--- src/rtl/ctrl_pkg.sv ---
// Shared encodings for the multicycle control unit: FSM states, instruction
// fields, ALU operation codes, memory address selects and the decode dispatch.
package ctrl_pkg;

  typedef enum logic [5:0] {
    S_INIT, S_FETCH, S_MEM_WAIT, S_IR_LOAD, S_DECODE,
    S_EXEC_ADD, S_EXEC_SUB, S_EXEC_AND, S_WB_R,
    S_EXEC_ADDI, S_EXEC_ADDIU, S_WB_I,
    S_BEQ, S_BNE, S_JUMP, S_JR,
    S_ADDR_LW, S_ADDR_SW, S_ST, S_LD_WAIT, S_LD_MDR, S_WB_LW,
    S_MD_START, S_MD_WAIT, S_MD_WB,
    S_EXC_OVF, S_EXC_OPC, S_EXC_DIV0,
    S_EXCW_OVF, S_EXCW_OPC, S_EXCW_DIV0,
    S_EXC_MDR, S_EXC_JMP
  } state_t;

  localparam logic [5:0] OP_R     = 6'h00;
  localparam logic [5:0] OP_ADDI  = 6'h08;
  localparam logic [5:0] OP_ADDIU = 6'h09;
  localparam logic [5:0] OP_BEQ   = 6'h04;
  localparam logic [5:0] OP_BNE   = 6'h05;
  localparam logic [5:0] OP_LW    = 6'h23;
  localparam logic [5:0] OP_SW    = 6'h2b;
  localparam logic [5:0] OP_J     = 6'h02;

  localparam logic [5:0] FN_ADD  = 6'h20;
  localparam logic [5:0] FN_SUB  = 6'h22;
  localparam logic [5:0] FN_AND  = 6'h24;
  localparam logic [5:0] FN_MULT = 6'h18;
  localparam logic [5:0] FN_DIV  = 6'h1a;
  localparam logic [5:0] FN_JR   = 6'h08;

  localparam logic [2:0] ALU_PASSA = 3'd0;
  localparam logic [2:0] ALU_ADD   = 3'd1;
  localparam logic [2:0] ALU_SUB   = 3'd2;
  localparam logic [2:0] ALU_AND   = 3'd3;

  localparam logic [2:0] IORD_PC       = 3'd0;
  localparam logic [2:0] IORD_ALUOUT   = 3'd1;
  localparam logic [2:0] IORD_EXC_OPC  = 3'd2;
  localparam logic [2:0] IORD_EXC_OVF  = 3'd3;
  localparam logic [2:0] IORD_EXC_DIV0 = 3'd4;

  // Exception vector select, shared by the entry and the memory-wait states.
  function automatic logic [2:0] exc_iord(input state_t s);
    logic [2:0] sel;
    sel = IORD_PC;
    case (s)
      S_EXC_OVF,  S_EXCW_OVF:  sel = IORD_EXC_OVF;
      S_EXC_OPC,  S_EXCW_OPC:  sel = IORD_EXC_OPC;
      S_EXC_DIV0, S_EXCW_DIV0: sel = IORD_EXC_DIV0;
      default: ;
    endcase
    return sel;
  endfunction

  // Successor of DECODE; each instruction class gets its own state so that
  // every output stays a pure function of the state register.
  function automatic state_t dispatch(input logic [5:0] op, input logic [5:0] fn,
                                      input logic div_zero);
    state_t nxt;
    nxt = S_EXC_OPC;
    case (op)
      OP_R: begin
        case (fn)
          FN_ADD:  nxt = S_EXEC_ADD;
          FN_SUB:  nxt = S_EXEC_SUB;
          FN_AND:  nxt = S_EXEC_AND;
          FN_MULT: nxt = S_MD_START;
          FN_DIV:  nxt = div_zero ? S_EXC_DIV0 : S_MD_START;
          FN_JR:   nxt = S_JR;
          default: nxt = S_EXC_OPC;
        endcase
      end
      OP_ADDI:  nxt = S_EXEC_ADDI;
      OP_ADDIU: nxt = S_EXEC_ADDIU;
      OP_BEQ:   nxt = S_BEQ;
      OP_BNE:   nxt = S_BNE;
      OP_LW:    nxt = S_ADDR_LW;
      OP_SW:    nxt = S_ADDR_SW;
      OP_J:     nxt = S_JUMP;
      default:  nxt = S_EXC_OPC;
    endcase
    return nxt;
  endfunction

endpackage

--- src/rtl/ctrl_wait_cnt.sv ---
// Loadable down-counter used to time memory and mult/div waits; done is high
// while the count sits at zero.
module ctrl_wait_cnt #(
  parameter int W = 8
) (
  input  logic         clk,
  input  logic         reset,
  input  logic         load,
  input  logic         en,
  input  logic [W-1:0] load_val,
  output logic         done
);

  logic [W-1:0] cnt;

  always_ff @(posedge clk) begin
    if (reset)
      cnt <= '0;
    else if (load)
      cnt <= load_val;
    else if (en && cnt != '0)
      cnt <= cnt - W'(1);
  end

  assign done = (cnt == '0);

endmodule

--- src/rtl/controle_multiciclo.sv ---
// Multicycle MIPS-style control unit: Moore FSM with memory-latency waits,
// mult/div handshake with sticky timeout flag, and exception sequencing.
module controle_multiciclo
  import ctrl_pkg::*;
#(
  parameter int MEM_LAT    = 2,
  parameter int MD_TIMEOUT = 40
) (
  input  logic       clk,
  input  logic       reset,
  input  logic [5:0] opcode,
  input  logic [5:0] funct,
  input  logic       Overflow,
  input  logic       DivZero,
  input  logic       md_done,
  output logic       PCWrite,
  output logic       PCWriteCond,
  output logic       EQorNE,
  output logic       IRWrite,
  output logic       MemRead_Write,
  output logic       RegWrite,
  output logic       RegALoad,
  output logic       RegBLoad,
  output logic       ALUOutWrite,
  output logic       EPCWrite,
  output logic       MDRLoad,
  output logic       HiLoWrite,
  output logic       md_start,
  output logic       ALUSrcA,
  output logic       md_err,
  output logic [1:0] ALUSrcB,
  output logic [1:0] RegDst,
  output logic [2:0] IorD,
  output logic [2:0] ALUOp,
  output logic [2:0] PCSrc,
  output logic [3:0] MemtoReg
);

  localparam logic [7:0] MEM_LOAD = 8'(MEM_LAT - 1);
  localparam logic [7:0] MD_LOAD  = 8'(MD_TIMEOUT - 1);

  state_t state;
  logic   mem_load, mem_en, mem_done;
  logic   md_load, md_en, md_tmo;

  // Counters are armed in the state before a wait, so a wait of N cycles
  // leaves on the cycle where the count reaches zero.
  assign mem_load = state inside {S_FETCH, S_ADDR_LW, S_EXC_OVF, S_EXC_OPC, S_EXC_DIV0};
  assign mem_en   = state inside {S_MEM_WAIT, S_LD_WAIT, S_EXCW_OVF, S_EXCW_OPC, S_EXCW_DIV0};
  assign md_load  = (state == S_MD_START);
  assign md_en    = (state == S_MD_WAIT);

  ctrl_wait_cnt #(.W(8)) u_mem_cnt (
    .clk(clk), .reset(reset), .load(mem_load), .en(mem_en),
    .load_val(MEM_LOAD), .done(mem_done)
  );

  ctrl_wait_cnt #(.W(8)) u_md_cnt (
    .clk(clk), .reset(reset), .load(md_load), .en(md_en),
    .load_val(MD_LOAD), .done(md_tmo)
  );

  always_ff @(posedge clk) begin
    if (reset) begin
      state  <= S_INIT;
      md_err <= 1'b0;
    end else begin
      case (state)
        S_INIT:       state <= S_FETCH;
        S_FETCH:      state <= S_MEM_WAIT;
        S_MEM_WAIT:   if (mem_done) state <= S_IR_LOAD;
        S_IR_LOAD:    state <= S_DECODE;
        S_DECODE:     state <= dispatch(opcode, funct, DivZero);
        S_EXEC_ADD,
        S_EXEC_SUB:   state <= Overflow ? S_EXC_OVF : S_WB_R;
        S_EXEC_AND:   state <= S_WB_R;
        S_EXEC_ADDI:  state <= Overflow ? S_EXC_OVF : S_WB_I;
        S_EXEC_ADDIU: state <= S_WB_I;
        S_ADDR_LW:    state <= S_LD_WAIT;
        S_ADDR_SW:    state <= S_ST;
        S_LD_WAIT:    if (mem_done) state <= S_LD_MDR;
        S_LD_MDR:     state <= S_WB_LW;
        S_MD_START:   state <= S_MD_WAIT;
        // md_done is checked first so a completion on the last cycle wins.
        S_MD_WAIT: begin
          if (md_done)
            state <= S_MD_WB;
          else if (md_tmo) begin
            md_err <= 1'b1;
            state  <= S_FETCH;
          end
        end
        S_EXC_OVF:    state <= S_EXCW_OVF;
        S_EXC_OPC:    state <= S_EXCW_OPC;
        S_EXC_DIV0:   state <= S_EXCW_DIV0;
        S_EXCW_OVF,
        S_EXCW_OPC,
        S_EXCW_DIV0:  if (mem_done) state <= S_EXC_MDR;
        S_EXC_MDR:    state <= S_EXC_JMP;
        S_WB_R, S_WB_I, S_WB_LW, S_BEQ, S_BNE, S_JUMP, S_JR,
        S_ST, S_MD_WB, S_EXC_JMP:
                      state <= S_FETCH;
        default:      state <= S_INIT;
      endcase
    end
  end

  always_comb begin
    PCWrite = 1'b0; PCWriteCond = 1'b0; EQorNE = 1'b0; IRWrite = 1'b0;
    MemRead_Write = 1'b0; RegWrite = 1'b0; RegALoad = 1'b0; RegBLoad = 1'b0;
    ALUOutWrite = 1'b0; EPCWrite = 1'b0; MDRLoad = 1'b0; HiLoWrite = 1'b0;
    md_start = 1'b0; ALUSrcA = 1'b0; ALUSrcB = 2'd0; RegDst = 2'd0;
    IorD = IORD_PC; ALUOp = ALU_PASSA; PCSrc = 3'd0; MemtoReg = 4'd0;
    case (state)
      S_INIT:      begin RegWrite = 1'b1; RegDst = 2'd3; MemtoReg = 4'd7; end
      S_FETCH:     begin ALUSrcB = 2'd1; ALUOp = ALU_ADD; PCWrite = 1'b1; end
      S_IR_LOAD:   IRWrite = 1'b1;
      S_DECODE: begin
        RegALoad = 1'b1; RegBLoad = 1'b1; ALUOutWrite = 1'b1;
        ALUSrcB = 2'd3; ALUOp = ALU_ADD;
      end
      S_EXEC_ADD, S_EXEC_SUB, S_EXEC_AND: begin
        ALUSrcA = 1'b1; ALUOutWrite = 1'b1;
        ALUOp = (state == S_EXEC_SUB) ? ALU_SUB :
                (state == S_EXEC_AND) ? ALU_AND : ALU_ADD;
      end
      S_WB_R:      begin RegWrite = 1'b1; RegDst = 2'd1; end
      S_EXEC_ADDI, S_EXEC_ADDIU, S_ADDR_LW, S_ADDR_SW: begin
        ALUSrcA = 1'b1; ALUSrcB = 2'd2; ALUOp = ALU_ADD; ALUOutWrite = 1'b1;
      end
      S_WB_I:      RegWrite = 1'b1;
      S_BEQ, S_BNE: begin
        ALUSrcA = 1'b1; ALUOp = ALU_SUB; PCWriteCond = 1'b1; PCSrc = 3'd1;
        EQorNE = (state == S_BNE);
      end
      S_JUMP:      begin PCSrc = 3'd2; PCWrite = 1'b1; end
      S_JR:        begin ALUSrcA = 1'b1; ALUOp = ALU_PASSA; PCWrite = 1'b1; end
      S_ST:        begin IorD = IORD_ALUOUT; MemRead_Write = 1'b1; end
      S_LD_WAIT:   IorD = IORD_ALUOUT;
      S_LD_MDR, S_EXC_MDR: MDRLoad = 1'b1;
      S_WB_LW:     begin RegWrite = 1'b1; MemtoReg = 4'd1; end
      S_MD_START:  md_start = 1'b1;
      S_MD_WB:     HiLoWrite = 1'b1;
      S_EXC_OVF, S_EXC_OPC, S_EXC_DIV0: begin
        EPCWrite = 1'b1; ALUSrcB = 2'd1; ALUOp = ALU_SUB; IorD = exc_iord(state);
      end
      S_EXCW_OVF, S_EXCW_OPC, S_EXCW_DIV0: IorD = exc_iord(state);
      S_EXC_JMP:   begin PCSrc = 3'd3; PCWrite = 1'b1; end
      default: ;
    endcase
  end

endmodule

--- config.mk ---
export PLATFORM = sky130hd
export DESIGN_NAME = controle_multiciclo
export DESIGN_NICKNAME = d
export VERILOG_FILES = /design/src/rtl/ctrl_pkg.sv /design/src/rtl/ctrl_wait_cnt.sv /design/src/rtl/controle_multiciclo.sv
export SDC_FILE = /design/constraint.sdc
export NUM_CORES = 1
export LEC_CHECK = 0
export CAP_MARGIN = 10
export CORE_UTILIZATION = 52
export CTS_CLUSTER_SIZE = 28
export DETAILED_ROUTE_END_ITERATION = 16
export PLACE_DENSITY = 0.82
export SYNTH_ARGS = -nofsm -noshare
export SYNTH_HDL_FRONTEND = slang
export SYNTH_SLANG_ARGS = --single-unit
export TNS_END_PERCENT = 5
--- constraint.sdc ---
create_clock -name clk -period 2.21 [get_ports clk]
set_input_delay 0.442 -clock clk [delete_from_list [all_inputs] [get_ports clk]]
set_output_delay 0.442 -clock clk [all_outputs]
set_load 0.005 [all_outputs]
Word level (Yosys, flattened, before mapping)
Cells that the tools add are included.
{ "totals": {"ff_bits": 23, "in_bits": 17, "word_cells": 131} }
{ "classes": {"bitwise_logic": 1, "add_sub_neg": 2, "mux": 37, "n_reduce_logical": 36, "eq_ne": 49} }
{ "op_table": {"columns": ["op", "count"], "rows": [
  ["$pmux 6 s20", 1],
  ["$eq 6x5->1 const B", 18],
  ["$eq 6x4->1 const B", 11],
  ["$pmux 6 s8", 1],
  ["$mux 6", 7],
  ["$eq 6x3->1 const B", 6],
  ["$eq 6x6->1 const B", 6],
  ["$pmux 5 s6", 1],
  ["$eq 6x2->1 const B", 3],
  ["$pmux 2 s3", 3],
  ["$reduce_or 2->1", 9],
  ["$logic_not 8->1", 2],
  ["$reduce_bool 8->1", 2],
  ["$reduce_or 4->1", 4],
  ["$sub 8x1->8 const B", 2],
  ["$mux 1", 15],
  ["$logic_not 6->1", 2],
  ["$pmux 3 s2", 2],
  ["$reduce_or 6->1", 2],
  ["$reduce_or 11->1", 1],
  ["$mux 5", 2],
  ["$reduce_bool 5->1", 2],
  ["$reduce_or 10->1", 1],
  ["$pmux 3 s3", 1],
  ["other kinds (14)", 21]
]} }

Longest topological paths before layout
{ "logic_depth": {"word_depth": 5, "ltp_mapped": 8, "depth_no_buf": 8} }

Hierarchy
Synthesis repeated with hierarchy kept, for this count alone.
{ "hier_totals": {"cells_unflattened": 374, "hier_area_um2": 2711.4} }
{ "by_module_without_submodules": {"columns": ["module", "instances", "area_each_um2", "cells_each", "seq_area_each_um2"], "rows": [
  ["controle_multiciclo", 1, 1680.4, 256, 140.1],
  ["ctrl_wait_cnt", 2, 515.5, 59, 160.2]
]} }

Least setup slack after synthesis
OpenSTA, ideal clock, no wires.
{ "synth_path": {"kind": "register to output", "from": "register state[5]", "to": "output MemtoReg[2]", "arrival_ps": 1581, "path_slack_ps": 187, "required_time_ps": 1768, "stages_incl_launch_ff": 6, "cell_sequence": "dfxtp_1 clkbuf_1 clkbuf_1 clkbuf_1 nor4_1 buf_4"} }
{ "synth_between": {"elab_chain_len": 2, "elab_cells_between_ends": 3, "cone_classes": "eq/ne: 1; mux: 1; reduce/logical: 1"} }
{ "synth_lines": {"columns": ["item", "line_no", "text"], "rows": [
  ["start, declared", "controle_multiciclo.sv:42", "state_t state;"],
  ["start signal, assigned", "controle_multiciclo.sv:73", "S_DECODE: state <= dispatch(opcode, funct, DivZero);"],
  ["start signal, assigned", "controle_multiciclo.sv:75", "S_EXEC_SUB: state <= Overflow ? S_EXC_OVF : S_WB_R;"],
  ["start signal, assigned", "controle_multiciclo.sv:77", "S_EXEC_ADDI: state <= Overflow ? S_EXC_OVF : S_WB_I;"],
  ["$eq 6x5->1 or $logic_not 6->1 (tied branches)", "controle_multiciclo.sv:114", "case (state)"],
  ["$pmux 3 s2 (*)", "controle_multiciclo.sv:114", null],
  ["end, declared", "controle_multiciclo.sv:36", "output logic [3:0] MemtoReg"]
]} }
Every way passes the cells marked *; elsewhere a longest branch is shown, timed or not.

Worst setup path after layout
{ "layout_path": {"from": "register state[1]", "to": "output RegWrite"} }
{ "layout_between": {"elab_chain_len": 3, "elab_cells_between_ends": 6, "cone_classes": "eq/ne: 3; mux: 1; reduce/logical: 2"} }
{ "layout_lines": {"columns": ["item", "line_no", "text"], "rows": [
  ["$eq 6x5->1 (tied with other cells)", "controle_multiciclo.sv:114", null],
  ["$reduce_or 4->1 (no source line) (*)", null, null],
  ["$mux 1 (*)", "controle_multiciclo.sv:114", null],
  ["end, declared", "controle_multiciclo.sv:21", "output logic RegWrite,"]
]} }
Marks and branches as above.

==> impl_metrics.csv <==
group,metric,value,unit
placed_design,place_ws,-0.119,ns
logic_synthesis,yosys-top-cells-area,"dfxtp_1, nor2_1, a21oi_1",
floorplan,fp.dieW,69.5,um
global_routing,grtUsageTotal,29.5,%
logic_synthesis,ys_ff_latch,23,
logic_synthesis,yosysUniqueCellTypes,63,
logic_synthesis,synthArstFlopShare,0,%
cells_and_area,layout_commonest_cell,"buf_4",
flow_run,drv_cap,0,
floorplan,rows,24,
logic_synthesis,seq_area_frac_synth,19.4,%
cts,numCtsBuffers,3,
setup_path,crit_type,"reg -> out",
cts,clock_latency,0.28,ns
route,viasPerCell,6.14,
route,antenna_left,0,
cts,cts_tree,"done",
setup_path,worstPathArrival,2.03,ns
cells_and_area,final_cell_mix,"buf_4, nor2_1, a21oi_1, clkdlybuf4s50_1, nand2_1",
sta,fin_crit,2.47,ns
power_and_ir_drop,max-vdd-ir-drop,514,uV
logic_synthesis,synth-edff-count,0,
route,finalWirelength,7580,um
power_and_ir_drop,leakage,1.51,nW
setup_path,cpMostUsedCell,"buf_6",
sta,setup_viol,9,
global_routing,grt_max_degree,18,
route,wire_per_inst,16.0,um
sta,clock_skew,0.00416,ns
cells_and_area,num_antenna_cells,0,
run_status,status,"complete, but fails checks",
setup_path,setup.worst_path.start,"state[1]$_SDFFE_PP0P_",
global_routing,grt_pass1_wl,11900,um
cts,path_clk_slew,0.09,ns
cts,cts-root-buf,"clkbuf_8",
logic_synthesis,yosys_warnings,0,
floorplan,start_util,54.4,%
setup_path,required,1.77,ns
sta,hold_violations,0,
floorplan,fp.dieH,69.5,um
cells_and_area,finish.instance_area,3420,sq um
logic_synthesis,syn-cell-area,2370,sq um
sta,worst_slack,-0.260,ns
setup_path,path_max_fanout,10,
global_routing,grt_pass1_vias,2692,
floorplan,coreArea,4350,sq um
placed_design,hpwl,5190,um
cells_and_area,drive_above_1_share,28.6,%
setup_path,crit_chain,"buf_6 -> buf_6 -> nand3_1 -> a211oi_2 -> a31oi_1 -> nor2_1 -> clkdlybuf4s50_1",
cells_and_area,nNetsFinal,444,
logic_synthesis,yosysTopAreaCellShare,19.4,%
route,drt-initial-drc-count,186,
placed_design,place_area,3170,sq um
sta,drv_slew,0,
setup_path,critPathLaunchType,"flop",
run_status,violations,"setup timing",
cells_and_area,fill_cells,289,
logic_synthesis,synth_top_area_cell,"dfxtp_1",
setup_path,r2r_start,"state[2]$_SDFFE_PP0P_",
sta,fin_crit_sh,112,%
floorplan,io_pins,49,
global_routing,antenna_found_initial,0,
route,vias,2916,
route,drcViolationCount,0,
logic_synthesis,syn_inst,339,
setup_path,cp_slowest_cell,"clkdlybuf4s50_1",
sta,fmax,405,MHz
setup_path,worstSetupEndpointType,"primary output",
placed_design,port_buffers,45,
setup_path,slowest_delay,0.51,ns
hold_path,hold_start,"md_err$_SDFFE_PP0P_",
cts,h-tree-depth,1,
cts,cts_sinks,23,
global_routing,grt_overflow_total,0,
hold_path,hold_path_class,"reg -> reg",
logic_synthesis,ys.flop_type,"dfxtp_1",
cts,clock_path_buffers,2,
setup_path,crit_family,"buffers and inverters",
power_and_ir_drop,powerDensity,824,nW/um^2
cells_and_area,syn_to_final_growth,44.4,%
route,dr.pass1.iters,5,
floorplan,die_area,4830,sq um
sta,rsz0062_at_grt,"true",
logic_synthesis,avgSynthCellArea,6.99,sq um
setup_path,critPathBufInv,3,
placed_design,gp_congestion,1.04,
[state kept, by name (all words and copies together) (netlist names)]
name           cells
md_err             1
u_mem_cnt.cnt      8
state              6
u_md_cnt.cnt       8
[where the power goes]
part	switching, mW	internal (mW)
combinational	0.968	0.991
sequential	0.0907	0.484
clock	0.158	0.128
total	1.22	1.60
[path summary, 6_finish.rpt]
kind	end	slack [ns]	depth (start not counted)
max	RegWrite	-0.26	7
min	md_err$_SDFFE_PP0P_	0.48	2
max reg2reg	state[1]$_SDFFE_PP0P_	0.18	8
min reg2reg	md_err$_SDFFE_PP0P_	0.48	2
[worst register-to-register path, cell delays in order, from the launching register on]
cell	delay (ns)
dfxtp_4	0.40
buf_4	0.16
buf_4	0.15
and4bb_4	0.34
o21ai_2	0.10
a221o_2	0.41
a21oi_2	0.23
o21ai_1	0.10
o21ai_1	0.07
[timing repair]
action | 4_1_cts | 5_1_grt
gates cloned | 0 | 0
gates resized for setup | 50 | 27
endpoints found under the setup margin | 28 | 20
hold buffers | 0 | 0
pin swaps | 2 | 4
buffers inserted | 0 | 5
[routing by layer]
metal	track usage, %	vias up	part of all wire [%]
met5	0	-	0
met4	10.2	0	3.0
met3	3.34	30	7.7
met2	51.0	154	47
met1	37.9	1353	42
li1	-	1379	-
[synthesized netlist by cell type (5+ instances only)]
cell	number
and3_1	7
nor2_1	39
o21ai_0	19
nand2_1	23
a21oi_1	28
nand2b_1	12
nor2b_1	7
inv_1	8
buf_2	8
nand3_1	13
clkbuf_1	14
o21ai_1	5
xor2_1	9
xnor2_1	8
buf_4	6
nor3_1	14
nand3b_1	9
dfxtp_1	23
or3_1	6
a31oi_1	8
[logic make-up (layout without fill, tap and decap cells)]
kind of cell / after synthesis / count (layout) / synth area share, %
xor+xnor: 17 / 17 / 6.29
buf+inv: 40 / 122 / 8.35
flops: 23 / 23 / 19.4
simple gates: 163 / 163 / 38.9
compound gates: 89 / 89 / 23.9
other cells: 1 / 3 / 0.158
fa+ha+maj: 3 / 3 / 1.58
mux: 3 / 3 / 1.37
[layout make-up]
type	instances	area, sq um	area share [%]
Clock buffer	3	41.3	1.21
Clock inverter	1	7.51	0.220
Inverter	8	30.0	0.878
Multi-Input combinational cell	278	1850	54.0
Sequential cell	23	480	14.1
Tap cell	52	65.1	1.90
Timing Repair Buffer	110	948	27.7
[through the flow]
stage	power (mW)	TNS, ns	utilization (%)	hold WS (ns)	cells
3_5_place_dp	2.31	-0.986	72.9	0.461	466
5_1_grt	2.98	-1.84	78.5	0.505	475
4_1_cts	2.67	-1.57	76.3	0.485	470
3_3_place_gp	2.27	-0.605	72.9	0.451	466
6_report	2.82	-1.35	78.5	0.485	475
2_1_floorplan	1.58	0	-	0.461	341
(Power assumes the default switching activity.)
